$ cat src/rtl/ysyx_040066_wb_arbiter.sv
// Purpose: shares the single regfile write port among pipeline writeback, multiplier and divider.
// Latency: pipeline writes pass through combinationally; mul/div results write no earlier than the cycle after acceptance.
// Backpressure: mul/div see ready low while their buffer is occupied; wb_block stalls writeback when a parked result starves.
module ysyx_040066_wb_arbiter #(
  parameter int STARVE_LIMIT = 4
) (
  input  logic        clk,
  input  logic        rst,
  input  logic        pipe_wen,
  input  logic [4:0]  pipe_rd,
  input  logic [63:0] pipe_data,
  input  logic        mul_valid,
  output logic        mul_ready,
  input  logic [4:0]  mul_rd,
  input  logic [63:0] mul_data,
  input  logic        div_valid,
  output logic        div_ready,
  input  logic [4:0]  div_rd,
  input  logic [63:0] div_data,
  output logic        rf_wen,
  output logic [4:0]  rf_rd,
  output logic [63:0] rf_data,
  output logic        wb_block,
  output logic        mul_pend,
  output logic        div_pend
);

  localparam logic [2:0] LIM = 3'(STARVE_LIMIT);

  // parked multiplier result
  logic        r_mul_vld;
  logic [4:0]  r_mul_rd;
  logic [63:0] r_mul_dat;
  logic [2:0]  r_mul_cnt;
  // parked divider result
  logic        r_div_vld;
  logic [4:0]  r_div_rd;
  logic [63:0] r_div_dat;
  logic [2:0]  r_div_cnt;
  // set when the divider entry was parked before (or together with) the multiplier entry
  logic        r_div_older;

  logic w_mul_starved;
  logic w_div_starved;
  logic w_pipe_sel;
  logic w_sel_div;
  logic w_sel_mul;
  logic w_mul_fill;
  logic w_div_fill;
  logic w_mul_clr;
  logic w_div_clr;

  assign mul_ready = ~rst & ~r_mul_vld;
  assign div_ready = ~rst & ~r_div_vld;
  assign mul_pend  = r_mul_vld;
  assign div_pend  = r_div_vld;

  assign w_mul_starved = r_mul_vld & (r_mul_cnt >= LIM);
  assign w_div_starved = r_div_vld & (r_div_cnt >= LIM);
  assign wb_block      = ~rst & (w_mul_starved | w_div_starved);

  // Pipeline has priority unless a starved buffer forces it to yield.
  assign w_pipe_sel = ~rst & pipe_wen & (pipe_rd != 5'd0) & ~wb_block;
  assign w_sel_div  = ~rst & ~w_pipe_sel & r_div_vld & (~r_mul_vld | r_div_older);
  assign w_sel_mul  = ~rst & ~w_pipe_sel & r_mul_vld & ~(r_div_vld & r_div_older);

  // Results targeting x0 are swallowed at the handshake and never parked.
  assign w_mul_fill = mul_valid & mul_ready & (mul_rd != 5'd0);
  assign w_div_fill = div_valid & div_ready & (div_rd != 5'd0);

  // A buffer leaves when it wins the port or when the pipeline overwrites its register (newer value wins).
  assign w_mul_clr = w_sel_mul | (w_pipe_sel & r_mul_vld & (r_mul_rd == pipe_rd));
  assign w_div_clr = w_sel_div | (w_pipe_sel & r_div_vld & (r_div_rd == pipe_rd));

  // Write-port mux driven by the selection above.
  always_comb begin
    rf_wen  = 1'b0;
    rf_rd   = 5'd0;
    rf_data = 64'd0;
    if (w_pipe_sel) begin
      rf_wen  = 1'b1;
      rf_rd   = pipe_rd;
      rf_data = pipe_data;
    end else if (w_sel_div) begin
      rf_wen  = 1'b1;
      rf_rd   = r_div_rd;
      rf_data = r_div_dat;
    end else if (w_sel_mul) begin
      rf_wen  = 1'b1;
      rf_rd   = r_mul_rd;
      rf_data = r_mul_dat;
    end
  end

  // Multiplier buffer: fill, drain/squash, and saturating wait count.
  always_ff @(posedge clk) begin
    if (rst) begin
      r_mul_vld <= 1'b0;
      r_mul_rd  <= 5'd0;
      r_mul_dat <= 64'd0;
      r_mul_cnt <= 3'd0;
    end else if (w_mul_fill) begin
      r_mul_vld <= 1'b1;
      r_mul_rd  <= mul_rd;
      r_mul_dat <= mul_data;
      r_mul_cnt <= 3'd0;
    end else if (w_mul_clr) begin
      r_mul_vld <= 1'b0;
      r_mul_cnt <= 3'd0;
    end else if (r_mul_vld && (r_mul_cnt != 3'd7)) begin
      r_mul_cnt <= r_mul_cnt + 3'd1;
    end
  end

  // Divider buffer: fill, drain/squash, and saturating wait count.
  always_ff @(posedge clk) begin
    if (rst) begin
      r_div_vld <= 1'b0;
      r_div_rd  <= 5'd0;
      r_div_dat <= 64'd0;
      r_div_cnt <= 3'd0;
    end else if (w_div_fill) begin
      r_div_vld <= 1'b1;
      r_div_rd  <= div_rd;
      r_div_dat <= div_data;
      r_div_cnt <= 3'd0;
    end else if (w_div_clr) begin
      r_div_vld <= 1'b0;
      r_div_cnt <= 3'd0;
    end else if (r_div_vld && (r_div_cnt != 3'd7)) begin
      r_div_cnt <= r_div_cnt + 3'd1;
    end
  end

  // Age order: a new entry is younger than whatever already sits in the other buffer; simultaneous fills favour div.
  always_ff @(posedge clk) begin
    if (rst) begin
      r_div_older <= 1'b0;
    end else if (w_div_fill && w_mul_fill) begin
      r_div_older <= 1'b1;
    end else if (w_div_fill) begin
      r_div_older <= ~r_mul_vld;
    end else if (w_mul_fill) begin
      r_div_older <= r_div_vld;
    end
  end

endmodule
$ cat config.mk
export PLATFORM = sky130hd
export DESIGN_NAME = ysyx_040066_wb_arbiter
export DESIGN_NICKNAME = d
export VERILOG_FILES = /design/src/rtl/ysyx_040066_wb_arbiter.sv
export SDC_FILE = /design/constraint.sdc
export NUM_CORES = 1
export LEC_CHECK = 0
export BUFFER_PORTS_ARGS = -buffer_cell sky130_fd_sc_hd__buf_2
export CAP_MARGIN = 20
export CORE_MARGIN = 1
export CORE_UTILIZATION = 30
export CTS_CLUSTER_SIZE = 25
export DETAILED_ROUTE_END_ITERATION = 16
export PLACE_DENSITY = 0.54
export REMOVE_ABC_BUFFERS = 1
export SLEW_MARGIN = 15
export SYNTH_ARGS = -nofsm -noshare
export SYNTH_HDL_FRONTEND = slang
export SYNTH_SLANG_ARGS = --single-unit
$ cat constraint.sdc
create_clock -name clk -period 1.7 [get_ports clk]
set_input_delay 0.17 -clock clk [delete_from_list [all_inputs] [get_ports clk]]
set_output_delay 0.17 -clock clk [all_outputs]
set_load 0.02 [all_outputs]
# [Word level (Yosys, flattened, before mapping)]
# Cells that the tools add are included.
[word_totals] in_bits=212 ff_bits=147
[classes] n_reduce_logical=11 addsub=2 bitwise_logic=32 n_eq_ne=4 order_cmp=2 mux=16
[ops] cell="$mux 64" count=3
[ops] cell="$and 1x1->1" count=22
[ops] cell="$mux 5" count=3
[ops] cell="$reduce_bool 5->1" count=3
[ops] cell="$eq 5x5->1" count=2
[ops] cell="$mux 1" count=10
[ops] cell="$add 3x1->3 const B" count=2
[ops] cell="$ge 3x3->1 const B" count=2
[ops] cell="$ne 3x3->1 const B" count=2
[ops] cell="$not 1->1" count=6
[ops] cell="$reduce_or 3->1" count=2
[ops] cell="$or 1x1->1" count=4
[ops] cell="$reduce_bool 2->1" count=2
[ops] cell="$logic_and 1x1->1" count=3
[ops] cell="$reduce_bool 3->1" count=1

# [Depth between registers and ports, before layout]
[logic_depth] ltp_word=13 mapped_depth=7 ltp_nobuf=5

# [Worst setup path after synthesis]
# No wires, ideal clock.
[synth_timing] path_kind="reg2out" start="register r_mul_vld, in the netlist mul_pend" end="output rf_data[24]" stages_incl_launch_ff=7 arrival_time_ps=1981 setup_slack_ps=-451 cell_sequence="dfxtp_1 -> buf_4 -> nand2b_1 -> a21oi_1 -> clkbuf_1 -> a22oi_1 -> o21ai_0"
[synth_between] elab_chain_cells=12
[synth_lines] item="from (decl)" line="31" source="logic r_mul_vld;"
[synth_lines] item="from (signal assigned)" line="98" source="r_mul_vld <= 1'b0;"
[synth_lines] item="from (signal assigned)" line="103" source="r_mul_vld <= 1'b1;"
[synth_lines] item="from (signal assigned)" line="108" source="r_mul_vld <= 1'b0;"
[synth_lines] item="$and 1x1->1" line="58" source="assign w_mul_starved = r_mul_vld & (r_mul_cnt >= LIM);"
[synth_lines] item="$or 1x1->1" line="60" source="assign wb_block = ~rst & (w_mul_starved | w_div_starved);"
[synth_lines] item="$and 1x1->1" line="60"
[synth_lines] item="$not 1->1" line="63" source="assign w_pipe_sel = ~rst & pipe_wen & (pipe_rd != 5'd0) & ~wb_block;"
[synth_lines] item="$and 1x1->1" line="63"
[synth_lines] item="$not 1->1" line="64, 65"
[synth_lines] item="$and 1x1->1" line="64, 65"
[synth_lines] item="$and 1x1->1 (2 in a row)" line="65" source="assign w_sel_mul = ~rst & ~w_pipe_sel & r_mul_vld & ~(r_div_vld & r_div_older);"
[synth_lines] item="$mux 64" line="88" source="end else if (w_sel_mul) begin"
[synth_lines] item="$mux 64" line="84" source="end else if (w_sel_div) begin"
[synth_lines] item="$mux 64 *" line="80" source="if (w_pipe_sel) begin"
[synth_lines] item="to (decl)" line="22" source="output logic [63:0] rf_data,"
# Every way passes the cells marked *; elsewhere a longest branch is shown, timed or not.

# [Final worst setup path]
[layout_timing] start="register r_div_cnt[2]" end="output rf_data[4]"
[layout_between] elab_chain_cells=13
[layout_lines] item="from (decl)" line="39" source="logic [2:0] r_div_cnt;"
[layout_lines] item="from (signal assigned)" line="131" source="r_div_cnt <= r_div_cnt + 3'd1;"
[layout_lines] item="$ge 3x3->1 *" line="59" source="assign w_div_starved = r_div_vld & (r_div_cnt >= LIM);"
[layout_lines] item="$and 1x1->1 *" line="59"
[layout_lines] item="$or 1x1->1 *" line="60"
[layout_lines] item="$and 1x1->1 *" line="60"
[layout_lines] item="$not 1->1 *" line="63"
[layout_lines] item="$and 1x1->1 *" line="63"
[layout_lines] item="$not 1->1" line="64, 65"
[layout_lines] item="$and 1x1->1" line="64, 65"
[layout_lines] item="$and 1x1->1 (2 in a row)" line="65"
[layout_lines] item="$mux 64" line="88"
[layout_lines] item="$mux 64" line="84"
[layout_lines] item="$mux 64 *" line="80"
# Marks and branches as above.

==> run metrics <==
clock tree sinks=147; Worst-Margin Slew=577.8 ps; DIE AREA=23370 um2; average size of a mapped cell=7.520 um2; number of remaining DRC errors=0; hold path startpoint=mul_rd[3]; via/cell ratio=4.993; Netlist Area Pre-Place=6828 um2; Clock Skew=11.05 ps; GRT Overall Usage=22.24%; R2R cell count=5; clock share of power=36.4%; count leader, synth=nand2_1; ANT cells=0; layout cell share with drive strength beyond 1=40.63%; Sw Share=30.44%; die span in y=152.9 um; Worst-Skew Late Latency=430 ps; CTS Buf Count=17; Port Buffers=286; Max-Cap Viols=0; failing checks=setup timing; PD cells=791.3 nW/um2; period utilization=132.1%; initial antenna violation count=0; Fill cells=1939; Routed Wire Length=29150 um; area leader, netlist=dfxtp_1; drt wl/cell=17.42 um; synth cell count leaders=nand2_1 (334), dfxtp_1 (147), a21oi_1 (136); internal power=6.980 mW; element type at the critical path end=output port; Critical Path Start Type=register; Final Wtd Congestion=0.8165; post-DP HPWL=15780 um; num ports=287; nets@finish=1596; crit-path cells=a22o_4, a211oi_4, buf_6, buf_12, buf_6, nand2_1, o21ai_0, buf_2; Final Max Tran Viols=0; core box area=22090 um2; via count=8353; Non-Filler Instances=1673; first-pass GRT wire length=41080 um; standard-cell row count=54; final worst setup slack=-546.2 ps; Clock Path Buffers=2; outcome=finished, violations left; first-pass iteration count of the detailed router=4; setup repair after global routing missed its margin=true; Leakage=5.240 nW; Final Core Density=57.40%; combinational share of power=26.1%; worst endpoint required time=1530 ps; clk slew on worst S/H paths=60 ps; Chip Width=152.9 um; vias in the first global route=8155; Synth cell types=36; Synth top area share=43.10%; Final min period=2246 ps; Async S/R FF share, synth=0%; largest net degree at the start of global routing=122; number of instances in the placed design=1450; Critical path origin=r_div_cnt[2]; largest stage delay on the critical path=330 ps; sequential share of the synthesized area=43.10%; CTS tree=built; grt total ovfl=0; slowest cell on the critical path=dfxtp_2; Synth area leaders=dfxtp_1 (43%), nand2_1 (18%), a21oi_1 (10%); fmax=445.2 MHz; most frequent CP cell=buf_6; CP max FO=6; Worst Hold Depth=3; CTS H-tree lvls=4; Mapped Cells=908; RR Startpoint=r_div_cnt[2]; Initial Util=30.90%; Area Overhead vs Synth=85.74%; setup violators final=74; WP data arrival=2080 ps; Final ANT Viol Nets=0; Post-synth EDFFs=0; sequential fraction of design power=37.5%; endpoints failing hold=0; Seq cells post-synth=147; DR iter-0 viols=394; Hold Crit Class=input port to register; yosys warns=0; clock root buffer=clkbuf_16; CP Class=register to output port; Primary FF master, synth=dfxtp_1; Psw=3.055 mW; maximum vdd drop=0.6482 mV; relative slew slack=61.48%
==> flip-flops by register name, summed over array words and instances, names as in the netlist <==
register,cells
r_div_rd,5
div_pend,1
r_mul_dat,64
mul_pend,1
r_div_cnt,3
r_div_older,1
r_mul_rd,5
r_div_dat,64
r_mul_cnt,3
==> final cells by class <==
class                           instances  area [um2]  share of cell area (%)
Timing Repair Buffer                  528        4743                   37.40
Multi-Input combinational cell        685        4069                   32.08
Sequential cell                       147        2950                   23.26
Clock buffer                           19       452.9                   3.571
Tap cell                              280       350.3                   2.762
Clock inverter                         13       112.6                  0.8879
Inverter                                1       3.754                 0.02960
==> power by group through the flow <==
stage / clock network, mW / logic (mW) / registers (mW)
after floorplan: 0 / 0.748 / 3.81
after global placement: 0 / 1.61 / 3.81
after detailed placement: 0 / 1.62 / 3.82
after CTS: 3.73 / 2.27 / 3.75
after global routing: 3.89 / 2.79 / 3.78
final: 3.65 / 2.62 / 3.76
==> cell families (layout without fill, tap and decap cells) <==
| family | count (synthesis) | count (layout) | synth area share (%) |
|---|---|---|---|
| muxes | 5 | 5 | 0.7330 |
| and+or+nand+nor | 379 | 379 | 22.47 |
| DFF | 147 | 147 | 43.10 |
| adders and majority gates | 4 | 4 | 0.7330 |
| buffers and inverters | 76 | 561 | 6.505 |
| AOI/OAI and AO/OA | 285 | 285 | 24.92 |
| xor gates and xnor gates | 12 | 12 | 1.539 |
==> per-stage QoR <==
| step | setup slack [ps] | power, mW | TNS, ps | instance area, um2 | hold WS [ps] |
|---|---|---|---|---|---|
| after detailed placement | -90.76 | 5.438 | -2663 | 8792 | 415.1 |
| after global placement | -46.16 | 5.421 | -591.4 | 8792 | 410.7 |
| final | -546.2 | 10.03 | -30370 | 12680 | 19.71 |
| after floorplan | -2733 | 4.556 | -301230 | 6387 | 239.1 |
| after global routing | -616.1 | 10.46 | -36450 | 12680 | 0.4301 |
| after CTS | -480.6 | 9.751 | -30190 | 11680 | 3.843 |
==> metal layers <==
layer | track usage, % | vias up | wire (um)
li1 | - | 4049 | -
met1 | 27.46 | 3961 | 12770
met2 | 38.47 | 305 | 14510
met3 | 4.593 | 38 | 1409
met4 | 7.311 | 0 | 466
met5 | 0 | - | 0
==> cells in the final DEF (no fill, tap or decap), types with 3 or more instances in the layout <==
cell type and instances:
nand2_1 282, xnor2_1 12, o21ai_1 29, dfxtp_2 3, clkbuf_16 28, nor2b_1 3, buf_12 30, buf_2 218
dfxtp_1 143, buf_4 69, a22oi_1 43, ha_1 4, dlygate4sd3_1 133, a22oi_2 25, mux2i_1 5, nor2_1 18
nand2_2 30, or3_1 3, buf_16 9, buf_8 7, buf_6 51, nor4b_1 5, a21oi_1 133, nand2_4 22
inv_6 7, o21ai_2 31, clkinvlp_4 3
==> worst max-delay path: cells and delay by family, from the launching register on <==
| family | cells | cell delay, ps |
|---|---|---|
| buffers and inverters | 4 | 660 |
| AOI/OAI and AO/OA | 3 | 580 |
| DFF | 1 | 330 |
| and+or+nand+nor | 1 | 80 |
==> timing repair <==
action	CTS	global route
gates cloned	14	13
pin swaps	24	63
setup endpoints to repair	73	197
hold endpoints to repair	133	0
hold buffers	133	0
gates resized for setup	145	194
setup buffers	20	17
==> final timing paths <==
path,to,slack [ps]
max,rf_data[4],-550
min,r_mul_rd[3],20
max reg2reg,r_mul_cnt[2],-70
min reg2reg,r_div_dat[36],460
Note: power is estimated with default switching activity, not from simulation.
